--- config.mk ---
export PLATFORM = sky130hd
export DESIGN_NAME = div_sequencer
export DESIGN_NICKNAME = d
export VERILOG_FILES = /design/src/rtl/div_pkg.sv /design/src/rtl/otf_convert.sv /design/src/rtl/div_sequencer.sv
export SDC_FILE = /design/constraint.sdc
export NUM_CORES = 1
export LEC_CHECK = 0
export ABC_AREA = 1
export BUFFER_PORTS_ARGS = -buffer_cell sky130_fd_sc_hd__buf_2
export CAP_MARGIN = 20
export CORE_MARGIN = 10
export CORE_UTILIZATION = 35
export DETAILED_ROUTE_END_ITERATION = 16
export GPL_TIMING_DRIVEN = 0
export PLACE_DENSITY = 0.59
export SLEW_MARGIN = 30
export SYNTH_ARGS = -nofsm -noshare
export SYNTH_HDL_FRONTEND = slang
export SYNTH_SLANG_ARGS = --single-unit
--- constraint.sdc ---
create_clock -name clock -period 4.3 [get_ports clock]
set_input_delay 0.645 -clock clock [delete_from_list [all_inputs] [get_ports clock]]
set_output_delay 0.645 -clock clock [all_outputs]
set_load 0.01 [all_outputs]
--- src/rtl/div_pkg.sv ---
// Shared types and constants for the radix-4 divider sequencer and its
// on-the-fly quotient converter.
package div_pkg;

    localparam int NSTEPS_DEFAULT = 4;
    localparam int RW_DEFAULT     = 11;

    typedef enum logic [2:0] {
        S_IDLE = 3'd0,
        S_LOAD = 3'd1,
        S_ITER = 3'd2,
        S_FIX  = 3'd3,
        S_DONE = 3'd4
    } state_e;

    typedef logic signed [3:0] digit_t;

    localparam digit_t DIGIT_MIN = -4'sd2;
    localparam digit_t DIGIT_MAX = 4'sd2;

    function automatic logic digit_legal(input digit_t d);
        return (d >= DIGIT_MIN) && (d <= DIGIT_MAX);
    endfunction

endpackage

--- src/rtl/otf_convert.sv ---
// On-the-fly conversion of signed radix-4 digits into the Q / QM (= Q-1) pair,
// with a sticky flag for digits outside the redundant set.
module otf_convert
    import div_pkg::*;
#(
    parameter int QW = 8
) (
    input  logic          clock,
    input  logic          reset,
    input  logic          clear,
    input  logic          en,
    input  logic          err_clr,
    input  digit_t        digit,
    output logic [QW-1:0] q,
    output logic [QW-1:0] qm,
    output logic          digit_err
);

    localparam logic [QW-1:0] ONE   = QW'(1);
    localparam logic [QW-1:0] THREE = QW'(3);
    localparam logic [QW-1:0] FOUR  = QW'(4);

    logic          legal;
    digit_t        d;
    logic [QW-1:0] d_ext;
    logic [QW-1:0] q4;
    logic [QW-1:0] qm4;
    logic [QW-1:0] q_next;
    logic [QW-1:0] qm_next;

    // Illegal digits are folded to zero so the pair stays consistent.
    always_comb begin
        legal   = digit_legal(digit);
        d       = legal ? digit : 4'sd0;
        d_ext   = {{(QW-4){d[3]}}, d};
        q4      = {q[QW-3:0], 2'b00};
        qm4     = {qm[QW-3:0], 2'b00};
        q_next  = q4;
        qm_next = qm4 + THREE;
        if (d[3]) begin
            q_next  = qm4 + FOUR + d_ext;
            qm_next = qm4 + THREE + d_ext;
        end else if (d != 4'sd0) begin
            q_next  = q4 + d_ext;
            qm_next = q4 + d_ext - ONE;
        end
    end

    always_ff @(posedge clock) begin
        if (reset || clear) begin
            q  <= '0;
            qm <= '0;
        end else if (en) begin
            q  <= q_next;
            qm <= qm_next;
        end
    end

    always_ff @(posedge clock) begin
        if (reset || err_clr) begin
            digit_err <= 1'b0;
        end else if (en && !legal) begin
            digit_err <= 1'b1;
        end
    end

endmodule

--- src/rtl/div_sequencer.sv ---
// Control sequencer for an external radix-4 SRT datapath: loads operands,
// steps NSTEPS iterations, converts digits and applies the final correction.
module div_sequencer
    import div_pkg::*;
#(
    parameter int NSTEPS = NSTEPS_DEFAULT,
    parameter int RW     = RW_DEFAULT
) (
    input  logic                  clock,
    input  logic                  reset,
    input  logic                  start,
    input  logic [7:0]            op1,
    input  logic [7:0]            op2,
    output logic                  ready,
    output logic [7:0]            dp_op1,
    output logic [7:0]            dp_op2,
    output logic                  dp_state0,
    output logic                  dp_clk_en,
    input  logic [3:0]            dp_qdigit,
    input  logic [RW-1:0]         dp_sum,
    input  logic [RW-1:0]         dp_carry,
    output logic                  done,
    output logic [2*NSTEPS-1:0]   quotient,
    output logic [RW-1:0]         remainder,
    output logic                  div_by_zero,
    output logic                  digit_err
);

    localparam int QW = 2 * NSTEPS;
    localparam int CW = $clog2(NSTEPS + 1);

    localparam logic [2:0] IDLE = S_IDLE;
    localparam logic [2:0] LOAD = S_LOAD;
    localparam logic [2:0] ITER = S_ITER;
    localparam logic [2:0] FIX  = S_FIX;
    localparam logic [2:0] DONE = S_DONE;

    localparam logic [CW-1:0] LAST_STEP = CW'(NSTEPS - 1);

    logic [2:0]    state;
    logic [2:0]    state_next;
    logic [CW-1:0] step;
    logic          accept;
    logic [QW-1:0] otf_q;
    logic [QW-1:0] otf_qm;
    logic [RW-1:0] r_sum;
    logic [RW-1:0] r_fix;

    assign ready     = (state == IDLE);
    assign dp_state0 = (state == LOAD);
    assign dp_clk_en = (state == LOAD) || (state == ITER);
    assign done      = (state == DONE);
    assign accept    = ready && start;

    // A negative carry-save remainder means the last digit overshot:
    // take QM and add the divisor back.
    assign r_sum = dp_sum + dp_carry;
    assign r_fix = r_sum[RW-1] ? (r_sum + RW'(dp_op2)) : r_sum;

    always_comb begin
        state_next = state;
        case (state)
            IDLE: if (start) state_next = (op2 == 8'd0) ? DONE : LOAD;
            LOAD: state_next = ITER;
            ITER: if (step == LAST_STEP) state_next = FIX;
            FIX:  state_next = DONE;
            DONE: state_next = IDLE;
            default: state_next = IDLE;
        endcase
    end

    always_ff @(posedge clock) begin
        if (reset) begin
            state       <= IDLE;
            step        <= '0;
            dp_op1      <= '0;
            dp_op2      <= '0;
            quotient    <= '0;
            remainder   <= '0;
            div_by_zero <= 1'b0;
        end else begin
            state <= state_next;
            case (state)
                IDLE: begin
                    if (accept) begin
                        dp_op1      <= op1;
                        dp_op2      <= op2;
                        div_by_zero <= (op2 == 8'd0);
                        if (op2 == 8'd0) begin
                            quotient  <= '1;
                            remainder <= '0;
                        end
                    end
                end
                LOAD: step <= '0;
                ITER: step <= step + 1'b1;
                FIX: begin
                    quotient  <= r_sum[RW-1] ? otf_qm : otf_q;
                    remainder <= r_fix;
                end
                default: ;
            endcase
        end
    end

    otf_convert #(
        .QW(QW)
    ) u_otf (
        .clock     (clock),
        .reset     (reset),
        .clear     (state == LOAD),
        .en        (state == ITER),
        .err_clr   (accept),
        .digit     (digit_t'(dp_qdigit)),
        .q         (otf_q),
        .qm        (otf_qm),
        .digit_err (digit_err)
    );

endmodule

== Word level (Yosys, flattened, before mapping) ==
Index checks and enable logic that the tools add are counted.

* $add $sub $neg: 9
* Magnitude comparators: 2
* Equal/unequal tests: 9
* Muxes and demuxes: 18
* Reduce and logical (&&, ||, !) cells: 15

{| class="wikitable"
|+ Operator list
! operator !! count
|-
| 8-bit 2-to-1 mux || 7
|-
| 11-bit 2-to-1 mux || 3
|-
| 8-bit adder || 3
|-
| 11-bit one-hot mux with 2 select lines || 1
|-
| 8-bit one-hot mux with 2 select lines || 1
|-
| 3-bit one-hot mux with 4 select lines || 1
|-
| 11-bit adder || 1
|-
| 11-bit by 8-bit adder with 11-bit output || 1
|-
| 3-bit by 2-bit equality test with 1-bit output (second input constant) || 3
|-
| 3-bit 2-to-1 mux || 3
|-
| 8-bit by 2-bit adder with 8-bit output (second input constant) || 1
|-
| 8-bit by 3-bit adder with 8-bit output (second input constant) || 1
|-
| 8-bit logical NOT || 1
|-
| 8-bit by 1-bit subtractor with 8-bit output (second input constant) || 1
|-
| 3-bit one-hot mux with 2 select lines || 1
|-
| 4-bit by 2-bit >= comparator with 1-bit output (second input constant) || 1
|-
| 4-bit by 3-bit <= comparator with 1-bit output (second input constant) || 1
|-
| 4-bit 2-to-1 mux || 1
|-
| 2-bit by 1-bit inequality test with 1-bit output (second input constant) || 2
|-
| 2-bit inequality test (second input constant) || 2
|-
| 2-bit AND reduction || 2
|-
| 2-bit nonzero test || 2
|-
| 4-bit nonzero test || 1
|-
| 3-bit by 1-bit adder with 3-bit output (second input constant) || 1
|-
| 7 further kinds || 11
|}

* Bits in registers: 59
* Input bits: 45
* Output and inout bits: 41
* Logic and storage cells: 63

== Depth between registers and ports, before layout ==
Gate-level depths: netlist of run 1.

* Word-level depth: 7
* Mapped depth: 20
* Mapped depth without buffers: 20

== Modules after synthesis ==
From an unflattened synthesis of run 1, not the netlist that was laid out.

* Cell total of the unflattened synthesis: 646
* Area, all modules: 4,321.6 µm²

{| class="wikitable"
|+ By module, submodules not included
! module !! instances !! cells each !! area each (µm²)
|-
| div_sequencer || 1 || 393 || 2,693.8
|-
| otf_convert || 1 || 253 || 1,627.8
|}

== Worst setup path after synthesis of run 1 ==
OpenSTA, ideal clock, no wires.

* Kind: input -> register
* From: input dp_sum[0]
* To: register remainder[9]
* Library setup time: 73 ps
* Arrival time: 2,992 ps
* Setup slack: 1,235 ps
* Cell stages on the path: 19
* Path through: ha_1 -> inv_1 -> fa_1 -> inv_1 -> nand3_1 -> nand2_1 -> a21oi_1 -> xor2_1 -> inv_1 -> ha_1 -> nand2_1 -> or2_2 -> nand3_1 -> nand2_1 -> nand2_1 -> nand3_1 -> nand2_1 -> nand3_1 -> a21oi_1

* Cells in the longest elaborated chain, start to end: 4

{| class="wikitable"
|+ RTL lines
! item !! line !! text
|-
| from (decl) || div_sequencer.sv:20 || <nowiki>input logic [RW-1:0] dp_sum,</nowiki>
|-
| 11-bit adder * || div_sequencer.sv:57 || <nowiki>assign r_sum = dp_sum + dp_carry;</nowiki>
|-
| 11-bit by 8-bit adder with 11-bit output || div_sequencer.sv:58 || <nowiki>assign r_fix = r_sum[RW-1] ? (r_sum + RW'(dp_op2)) : r_sum;</nowiki>
|-
| 11-bit 2-to-1 mux * || div_sequencer.sv:58 ||
|-
| 11-bit one-hot mux with 2 select lines * || div_sequencer.sv:83 || <nowiki>case (state)</nowiki>
|-
| to (signal assigned) || div_sequencer.sv:99 || <nowiki>remainder <= r_fix;</nowiki>
|-
| to (decl) || div_sequencer.sv:24 || <nowiki>output logic [RW-1:0] remainder,</nowiki>
|}

Mark *: on every way between the ends. The rest lies on a longest branch, timed or not.
A chain may end at the register's enable or synchronous reset.

== Worst setup path after layout of run 1 ==
* From: input dp_qdigit[1]
* To: register u_otf.q[7]

* Cells in the longest elaborated chain, start to end: 6
* Elaborated cells on any way between the ends: 9

{| class="wikitable"
|+ RTL lines
! item !! line !! text
|-
| from (decl) || div_sequencer.sv:19 || <nowiki>input logic [3:0] dp_qdigit,</nowiki>
|-
| 4-bit by 2-bit >= comparator with 1-bit output / 4-bit by 3-bit <= comparator with 1-bit output (equally long branches) || div_pkg.sv:22 || <nowiki>return (d >= DIGIT_MIN) && (d <= DIGIT_MAX);</nowiki>
|-
| 1-bit logical AND || div_pkg.sv:22 ||
|-
| 4-bit 2-to-1 mux * || otf_convert.sv:34 || <nowiki>d = legal ? digit : 4'sd0;</nowiki>
|-
| 8-bit adder / 4-bit nonzero test (equally long branches) || otf_convert.sv:44, otf_convert.sv:43 ||
|-
| 8-bit 2-to-1 mux || otf_convert.sv:43 || <nowiki>end else if (d != 4'sd0) begin</nowiki>
|-
| 8-bit 2-to-1 mux * || otf_convert.sv:40 || <nowiki>if (d[3]) begin</nowiki>
|-
| to (signal assigned) || otf_convert.sv:54 || <nowiki>q <= q_next;</nowiki>
|-
| to (decl) || otf_convert.sv:14 || <nowiki>output logic [QW-1:0] q,</nowiki>
|}

Marks and branches as above.

==> impl_metrics.env, run 1 <==
export IMPL_fillers=1340
export IMPL_grt_max_degree=13
export IMPL_syn_avg_cell_area_um2=7.047
export IMPL_busiest_layer="met2"
export IMPL_die_area_mm2=0.01787
export IMPL_cp_end_kind="flop"
export IMPL_num_vias=4459
export IMPL_yosysSeqAreaShare=0.2611
export IMPL_clk_pin_slew_ns=0.05
export IMPL_slew_violations=0
export IMPL_area_growth_pct=20.74
export IMPL_worstMarginPinSlew_ns=0.6953
export IMPL_power_total_mw=2.658
export IMPL_p_leak_nw=2.687
export IMPL_antenna_found_initial=0
export IMPL_cts_tree="built"
export IMPL_drive_above_1_share=0.2372
export IMPL_antennaDiodeCount=0
export IMPL_firstDrtPassIters=5
export IMPL_crit_required_ns=4.56
export IMPL_synth_ff_type="dfxtp_1"
export IMPL_cts_sinks=59
export IMPL_hold_slack_ns=0.4644
export IMPL_min_path_type="reg -> reg"
export IMPL_reg2reg_to="u_otf.q[7]"
export IMPL_drt_iter0_markers=287
export IMPL_worstPathArrival_ns=3.73
export IMPL_synth_area_mm2=0.004524
export IMPL_drtAntennaViolNets=0
export IMPL_dp_hpwl_mm=10.71
export IMPL_power_per_cell_area_mw_per_mm2=486.6
export IMPL_detail_route_wl_per_cell_um=14.43
export IMPL_drt_wl_total_mm=13.19
export IMPL_netlist_instances=642
export IMPL_drv_cap=0
export IMPL_rrSetupSlack_ns=2.04
export IMPL_cts_repair_resize_count=0
export IMPL_async_flop_share=0
export IMPL_synth_nets=730
export IMPL_nets=825
export IMPL_fmax_mhz=287.7
export IMPL_drc=0
export IMPL_grt_first_pass_wirelength_mm=22.10
export IMPL_hold_end="remainder[9]"
export IMPL_cts_hold_fix_buffers=0
export IMPL_critPathBufInv=3
export IMPL_initial_core_util=0.3585
export IMPL_clkLatencyLatePin_ns=0.34
export IMPL_coreArea_mm2=0.01262
export IMPL_postCtsSetupBuffers=0
export IMPL_crit_path_cell_trace="buf_2 > nand3_2 > buf_1 > inv_1 > ha_1 > ha_1 > fa_1 > nand2_1 > a21oi_1 > nor2_1 > nor2_1 > nor2_1 > nand2_1 > a41oi_1"
export IMPL_grt_util_met3=0.04662
export IMPL_min_delay_start="remainder[9]"
export IMPL_die_h_um=133.7
export IMPL_fin_skew_ns=0.007913
export IMPL_grt_overflow_total=0
export IMPL_reg2regPathDepth=10
export IMPL_place_area_mm2=0.005160
export IMPL_synth_cell_types=46
export IMPL_synth_top_cell_by_area="dfxtp_1"
export IMPL_critPathTopFamily="adder cells"
export IMPL_ios=86
export IMPL_die_w_um=133.7
export IMPL_netlist_area_leader_share=0.2611
export IMPL_grt_pass1_vias=4440
export IMPL_fin_area_mm2=0.005463
export IMPL_cts_inserted_buffers=9
export IMPL_ys_warn_count=0
export IMPL_cp_slowest_cell="buf_1"
export IMPL_crit_type="in -> reg"
export IMPL_cpMostUsedCell="nor2_1"
export IMPL_portBuffers=84
export IMPL_rsz0062_at_grt="no"
export IMPL_synth_seq_cells=59
export IMPL_globalplace_congestion=0.9332
export IMPL_status="finished clean"
export IMPL_worstSetupStartpointType="input pin"
export IMPL_synth_edf_count=0
export IMPL_min_path_cells=2
export IMPL_htreeDepth=3
export IMPL_fin_crit_ns=3.476
export IMPL_synth_area_leaders="dfxtp_1 (26%), nand2_1 (12%), ha_1 (10%)"
export IMPL_grt_use_met2=0.2423
export IMPL_placementRows=41
export IMPL_max_stage_delay_ns=0.56
export IMPL_fin_crit_sh=0.8084
export IMPL_cts_root_buffer_cell="clkbuf_16"
export IMPL_worstPathMaxFanout=12
export IMPL_grtUsageMet1=0.1929
export IMPL_peakVddDrop_mv=0.2936
export IMPL_finalSetupTns_ns=0
export IMPL_routed_via_density=4.879
export IMPL_rr_startpoint="u_otf.qm[1]"
export IMPL_max_slew_margin=0.5364
export IMPL_final_util=0.4329
export IMPL_grt_use_total=0.1514
export IMPL_clockBufferDepth=2
export IMPL_setup_viol=0
export IMPL_finalHoldViolCount=0
==> worst min-delay path, delay by kind of cell (launching register included) <==
kind | cells | cell delay [ns]
flops | 1 | 0.30
simple gates | 1 | 0.06
compound gates | 1 | 0.06
==> cell families after synthesis <==
logic type | count (synthesis) | synth area share
buffers and inverters | 116 | 0.1076
DFF | 59 | 0.2611
AOI/OAI and AO/OA | 125 | 0.1836
and+or+nand+nor | 283 | 0.2846
xor gates and xnor gates | 16 | 0.03263
adders and majority gates | 43 | 0.1305
==> how the worst max path moves through the flow <==
| stage | depth (start not counted) | from | slack [ns] | endpoint |
|---|---|---|---|---|
| global route | 14 | dp_qdigit[1] | 0.55 | u_otf.q[7] |
| floorplan | 19 | dp_sum[0] | 1.24 | remainder[9] |
| finish | 14 | dp_qdigit[1] | 0.82 | u_otf.q[7] |
| detailed placement | 14 | dp_qdigit[1] | 0.50 | u_otf.q[7] |
| CTS | 14 | dp_qdigit[1] | 0.85 | u_otf.q[7] |
| global placement | 10 | dp_qdigit[1] | 0.53 | u_otf.q[5] |
==> layout make-up <==
| type | count | area (um^2) | area share |
|---|---|---|---|
| Clock inverter | 7 | 77.57 | 0.01420 |
| Tap cell | 172 | 215.2 | 0.03940 |
| Buffer | 17 | 113.9 | 0.02084 |
| Multi-Input combinational cell | 467 | 2856 | 0.5229 |
| Sequential cell | 59 | 1181 | 0.2162 |
| Clock buffer | 9 | 225.2 | 0.04123 |
| Timing Repair Buffer | 84 | 420.4 | 0.07696 |
| Inverter | 99 | 372.9 | 0.06825 |
==> registers in the layout (all words and copies together), names as in the netlist, 3 cells and up <==
register	count
remainder	11
u_otf.qm	8
quotient	8
dp_op2	8
u_otf.q	8
state	3
dp_op1	8
step	3
==> layout by cell type (no fill, tap or decap), types with 7 or more instances in the layout <==
cell type,instances
ha_1,36
nand3_2,8
nand2_1,143
xor2_1,9
nand2_2,12
a21oi_2,9
o21ai_0,38
inv_2,8
nor2_1,54
a21oi_1,33
inv_1,90
nor3_1,7
o211ai_1,11
clkbuf_16,9
buf_2,89
nand3_1,38
clkbuf_1,7
fa_1,7
dfxtp_1,59
o211ai_2,13
==> per-stage QoR <==
stage | worst slack [ns] | std cells
detailed placement | 0.5011 | 898
CTS | 0.8480 | 914
global route | 0.5451 | 914
finish | 0.8238 | 914
global placement | 0.5300 | 898
floorplan | 1.235 | 642
==> metal layers <==
layer  up-vias  part of all wire  wire length [um]
li1       2307                 -                 -
met1      2014              0.47              6162
met2       125              0.45              5877
met3        13             0.076               996
met4         0             0.011               151
met5         -                 0                 0
==> power breakdown <==
group | total, mW | switching (mW) | internal, mW
logic | 1.15 | 0.728 | 0.424
registers | 0.773 | 0.109 | 0.665
clock network | 0.733 | 0.281 | 0.452
==> cell usage after synthesis (all sizes together), types with 2 or more instances <==
cell / instances
ha: 36
or2: 5
dfxtp: 59
o211ai: 24
o221ai: 2
nor2: 56
clkbuf: 9
xnor2: 7
nand4: 6
nor3: 9
o21ai: 42
buf: 8
o22ai: 3
inv: 98
a21oi: 42
fa: 7
a31oi: 6
nand3: 46
xor2: 9
nand2: 158
a41oi: 2
(Power assumes the default switching activity.)
==> run 2, diff against run 1 <==
- clock period: 4.3 -> 3.4 ns (I/O delays scaled with it)
==> impl_metrics.env, run 2 (synthesis results as in run 1) <==
export IMPL_drt_iter0_markers=307
export IMPL_placementRows=41
export IMPL_cts_tree="built"
export IMPL_grt_overflow_total=0
export IMPL_detail_route_wl_per_cell_um=14.39
export IMPL_grt_use_total=0.1514
export IMPL_power_total_mw=3.357
export IMPL_fillers=1339
export IMPL_fin_area_mm2=0.005459
export IMPL_place_area_mm2=0.005160
export IMPL_fin_skew_ns=0.007303
export IMPL_cp_end_kind="flop"
export IMPL_worstSetupStartpointType="input pin"
export IMPL_die_w_um=133.7
export IMPL_fmax_mhz=329.8
export IMPL_worstMarginPinSlew_ns=0.6674
export IMPL_cts_repair_resize_count=0
export IMPL_die_area_mm2=0.01787
export IMPL_dp_hpwl_mm=10.71
export IMPL_multiInputGateArea_mm2=0.002856
export IMPL_endpoint="remainder[9]"
export IMPL_clk_pin_slew_ns=0.06
export IMPL_slew_violations=0
export IMPL_ios=86
export IMPL_firstDrtPassIters=4
export IMPL_swShare=0.4199
export IMPL_max_slew_margin=0.5551
export IMPL_fin_crit_sh=0.8917
export IMPL_coreArea_mm2=0.01262
export IMPL_largest_register_ffs=11
export IMPL_crit_type="in -> reg"
export IMPL_worstPathArrival_ns=3.29
export IMPL_antenna_found_initial=0
export IMPL_most_common_layout_cells="nand2_1 (143), inv_1 (90), buf_2 (89), dfxtp_1 (59), nor2_1 (54)"
export IMPL_setup_viol=0
export IMPL_globalplace_congestion=0.9332
export IMPL_drt_wl_total_mm=13.14
export IMPL_p_comb_frac=0.433
export IMPL_drv_cap=0
export IMPL_drc=0
export IMPL_setup_slack_ns=0.3681
export IMPL_clkLatencyLatePin_ns=0.34
export IMPL_cts_inserted_buffers=9
export IMPL_fin_crit_ns=3.032
export IMPL_reg2regPathDepth=10
export IMPL_rrSetupSlack_ns=1.12
export IMPL_grt_max_degree=13
export IMPL_reg2reg_to="u_otf.q[7]"
export IMPL_switching_power_mw=1.410
export IMPL_hold_slack_ns=0.3922
export IMPL_rr_startpoint="u_otf.qm[1]"
export IMPL_ff_latch_area_mm2=0.001181
export IMPL_peakVddDrop_mv=0.3714
export IMPL_die_h_um=133.7
export IMPL_antennaDiodeCount=0
export IMPL_rsz0062_at_grt="no"
export IMPL_grt_first_pass_wirelength_mm=22.10
export IMPL_final_util=0.4326
export IMPL_num_vias=4448
export IMPL_htreeDepth=3
export IMPL_status="finished clean"
export IMPL_drtAntennaViolNets=0
export IMPL_portBuffers=84
export IMPL_power_per_cell_area_mw_per_mm2=615.0
export IMPL_nets=824
export IMPL_area_growth_pct=20.66
export IMPL_p_leak_nw=2.686
export IMPL_worstSetupStartpoint="dp_sum[0]"
export IMPL_cts_root_buffer_cell="clkbuf_16"
export IMPL_initial_core_util=0.3585
export IMPL_drive_above_1_share=0.2375
export IMPL_clockBufferDepth=2
export IMPL_max_flop_register="remainder"
export IMPL_cts_sinks=59
export IMPL_min_path_type="in -> reg"
export IMPL_crit_required_ns=3.66
export IMPL_routed_via_density=4.872
export IMPL_grt_pass1_vias=4440
export IMPL_final_common_cell="nand2_1"
export IMPL_worstPathMaxFanout=4
export IMPL_p_seq_frac=0.291
export IMPL_p_clk_frac=0.275
export IMPL_p_int_mw=1.948
export IMPL_pre_cts_ws_ns=-0.2639
export IMPL_finalHoldViolCount=0
-- run 2: layer usage --
metal  track usage  vias up  share of wire
met5             0        -              0
met4       0.03809        0          0.011
met3       0.04662       13          0.072
met2        0.2423      124           0.45
met1        0.1929     2004           0.47
li1              -     2307              -
-- run 2: what timing repair did --
action	in CTS	in global routing
hold buffers	0	0
buffers inserted	0	0
endpoints found under the setup margin	0	2
-- run 2: stage by stage --
| step | setup TNS, ns | instances |
|---|---|---|
| floorplan | 0 | 642 |
| global placement | -0.5160 | 898 |
| detailed placement | -0.5108 | 898 |
| CTS | 0 | 914 |
| global route | 0 | 913 |
| finish | 0 | 913 |
-- run 2: worst min-delay path by stage --
stage,start,to,cells past startpoint
CTS,op1[0],dp_op1[0],3
detailed placement,remainder[9],remainder[9],2
floorplan,step[0],step[0],1
global route,op1[0],dp_op1[0],3
finish,op1[6],dp_op1[6],3
global placement,remainder[0],remainder[0],2
-- run 2: critical path: stages --
cell	delay [ns]
buf_2	0.08
ha_1	0.21
inv_1	0.07
fa_1	0.40
inv_1	0.13
nand3_1	0.08
nand2_1	0.13
a21oi_1	0.09
xor2_1	0.17
inv_1	0.07
ha_1	0.34
nand2_1	0.08
or2_2	0.30
nand3_1	0.12
nand2_1	0.06
nand2_1	0.09
nand3_1	0.08
nand2_1	0.07
nand3_1	0.07
a21oi_1	0.12
-- run 2: final cells by class --
| class | count | area share |
|---|---|---|
| sequential | 59 | 0.2164 |
| clock buffer | 9 | 0.04126 |
| buffer | 16 | 0.02017 |
| timing repair buffer | 84 | 0.07701 |
| inverter | 99 | 0.06830 |
| tap | 172 | 0.03942 |
| multi-input combinational | 467 | 0.5233 |
| clock inverter | 7 | 0.01421 |
-- run 2: power groups by stage --
| stage | sequential (mW) | clock [mW] | combinational, mW |
|---|---|---|---|
| CTS | 0.976 | 0.936 | 1.46 |
| global placement | 0.985 | 0 | 1.43 |
| finish | 0.978 | 0.925 | 1.45 |
| global route | 0.996 | 0.975 | 1.66 |
| detailed placement | 0.987 | 0 | 1.45 |
| floorplan | 0.981 | 0 | 1.02 |
==> run 3, diff against run 2 <==
- RECOVER_POWER: default -> 25
==> impl_metrics.env, run 3 (synthesis results as in run 1) <==
export IMPL_status="finished clean"
export IMPL_num_vias=4454
export IMPL_max_slew_margin=0.5556
export IMPL_htreeDepth=3
export IMPL_max_flop_register="remainder"
export IMPL_clk_pin_slew_ns=0.06
export IMPL_crit_path_cell_trace="buf_2 > ha_1 > inv_1 > fa_1 > inv_1 > nand3_1 > nand2_1 > a21oi_1 > xor2_1 > inv_1 > ha_1 > nand2_1 > or2_2 > nand3_1 > nand2_1 > nand2_1 > nand3_1 > nand2_1 > nand3_1 > a21oi_1"
export IMPL_grt_pass1_vias=4440
export IMPL_area_growth_pct=19.86
export IMPL_final_common_cell="nand2_1"
export IMPL_ff_latch_area_mm2=0.001181
export IMPL_ios=86
export IMPL_globalplace_congestion=0.9332
export IMPL_worstSetupStartpointType="input pin"
export IMPL_antennaDiodeCount=0
export IMPL_detail_route_wl_per_cell_um=14.39
export IMPL_initial_core_util=0.3585
export IMPL_reg2reg_to="u_otf.q[7]"
export IMPL_grt_use_total=0.1514
export IMPL_worstPathMaxFanout=4
export IMPL_nets=824
export IMPL_rsz0062_at_grt="no"
export IMPL_reg2regPathDepth=10
export IMPL_rrSetupSlack_ns=1.13
export IMPL_worstPathArrival_ns=3.29
export IMPL_postCtsSetupBuffers=0
export IMPL_clkLatencyLatePin_ns=0.34
export IMPL_cts_hold_fix_buffers=0
export IMPL_drv_cap=0
export IMPL_fin_crit_ns=3.033
export IMPL_cp_slowest_cell="fa_1"
export IMPL_most_common_layout_cells="nand2_1 (143), inv_1 (91), buf_2 (66), dfxtp_1 (59), nor2_1 (55)"
export IMPL_drt_wl_total_mm=13.14
export IMPL_firstDrtPassIters=4
export IMPL_clockBufferDepth=2
export IMPL_rr_startpoint="u_otf.qm[1]"
export IMPL_power_per_cell_area_mw_per_mm2=615.6
export IMPL_portBuffers=84
export IMPL_cts_repair_resize_count=0
export IMPL_largest_register_ffs=11
export IMPL_fin_skew_ns=0.007926
export IMPL_power_total_mw=3.338
export IMPL_drive_above_1_share=0.2038
export IMPL_cp_end_kind="flop"
export IMPL_antenna_found_initial=0
export IMPL_cpMostUsedCell="nand2_1"
export IMPL_cts_sinks=59
export IMPL_fin_crit_sh=0.8921
export IMPL_crit_type="in -> reg"
export IMPL_hold_end="dp_op1[6]"
export IMPL_drc=0
export IMPL_cts_inserted_buffers=9
export IMPL_cts_root_buffer_cell="clkbuf_16"
export IMPL_peakVddDrop_mv=0.3634
export IMPL_drt_iter0_markers=306
export IMPL_slew_violations=0
export IMPL_routed_via_density=4.878
export IMPL_drtAntennaViolNets=0
export IMPL_multiInputGateArea_mm2=0.002849
export IMPL_setup_viol=0
export IMPL_grt_overflow_total=0
export IMPL_dp_hpwl_mm=10.71
export IMPL_fillers=1346
export IMPL_die_area_mm2=0.01787
export IMPL_hold_slack_ns=0.3916
export IMPL_p_leak_nw=2.590
export IMPL_grt_max_degree=13
export IMPL_coreArea_mm2=0.01262
export IMPL_finalHoldViolCount=0
export IMPL_die_w_um=133.7
export IMPL_min_path_cells=3
export IMPL_fmax_mhz=329.7
export IMPL_min_path_type="in -> reg"
export IMPL_grt_first_pass_wirelength_mm=22.10
export IMPL_max_stage_delay_ns=0.40
export IMPL_placementRows=41
export IMPL_worstMarginPinSlew_ns=0.6665
export IMPL_die_h_um=133.7
export IMPL_cts_tree="built"
export IMPL_min_delay_start="op1[6]"
export IMPL_crit_required_ns=3.66
-- run 3: area by class of cell --
| type | instances | share of cell area |
|---|---|---|
| multi-input combinational | 467 | 0.5254 |
| tap | 172 | 0.03969 |
| clock buffer | 9 | 0.04153 |
| inverter | 99 | 0.06876 |
| buffer | 16 | 0.02030 |
| timing repair buffer | 84 | 0.07222 |
| sequential | 59 | 0.2178 |
| clock inverter | 7 | 0.01431 |
-- run 3: critical path: cells and delay by family --
kind / cells / cell delay, ns
buffers and inverters: 4 / 0.35
AO/OA/AOI/OAI: 2 / 0.21
AND/OR/NAND/NOR: 10 / 1.08
adder cells (fa/ha/maj): 3 / 0.95
XOR/XNOR: 1 / 0.17
-- run 3: layer usage --
metal,track usage,wire (um)
met5,0,0
met4,0.03809,138
met3,0.04662,906
met2,0.2423,5893
met1,0.1929,6203
-- run 3: power by group --
| part | total (mW) | internal (mW) | switching [mW] | leakage (nW) |
|---|---|---|---|---|
| sequential | 0.979 | 0.841 | 0.139 | 0.481 |
| clock | 0.925 | 0.571 | 0.354 | 0.140 |
| combinational | 1.43 | 0.521 | 0.913 | 1.97 |
-- run 3: how the worst max path moves through the flow --
stage	from	end	cells past startpoint	slack, ns
final	dp_sum[0]	remainder[9]	20	0.37
after global routing	dp_qdigit[1]	u_otf.q[7]	13	0.09
after CTS	dp_qdigit[1]	u_otf.q[7]	14	0.08
after detailed placement	dp_qdigit[1]	u_otf.q[7]	14	-0.26
after global placement	dp_qdigit[1]	u_otf.q[5]	10	-0.23
after floorplan	dp_sum[0]	remainder[9]	19	0.47
-- run 3: metrics by stage --
stage	instances	instance area (um^2)	setup TNS, ns	setup WS (ns)	utilization
4_1_cts	914	5463	0	0.08297	0.4329
2_1_floorplan	642	4524	0	0.4703	-
6_report	913	5423	0	0.3668	0.4297
5_1_grt	913	5423	0	0.09480	0.4297
3_5_place_dp	898	5160	-0.5108	-0.2639	0.4089
3_3_place_gp	898	5160	-0.5160	-0.2350	0.4089
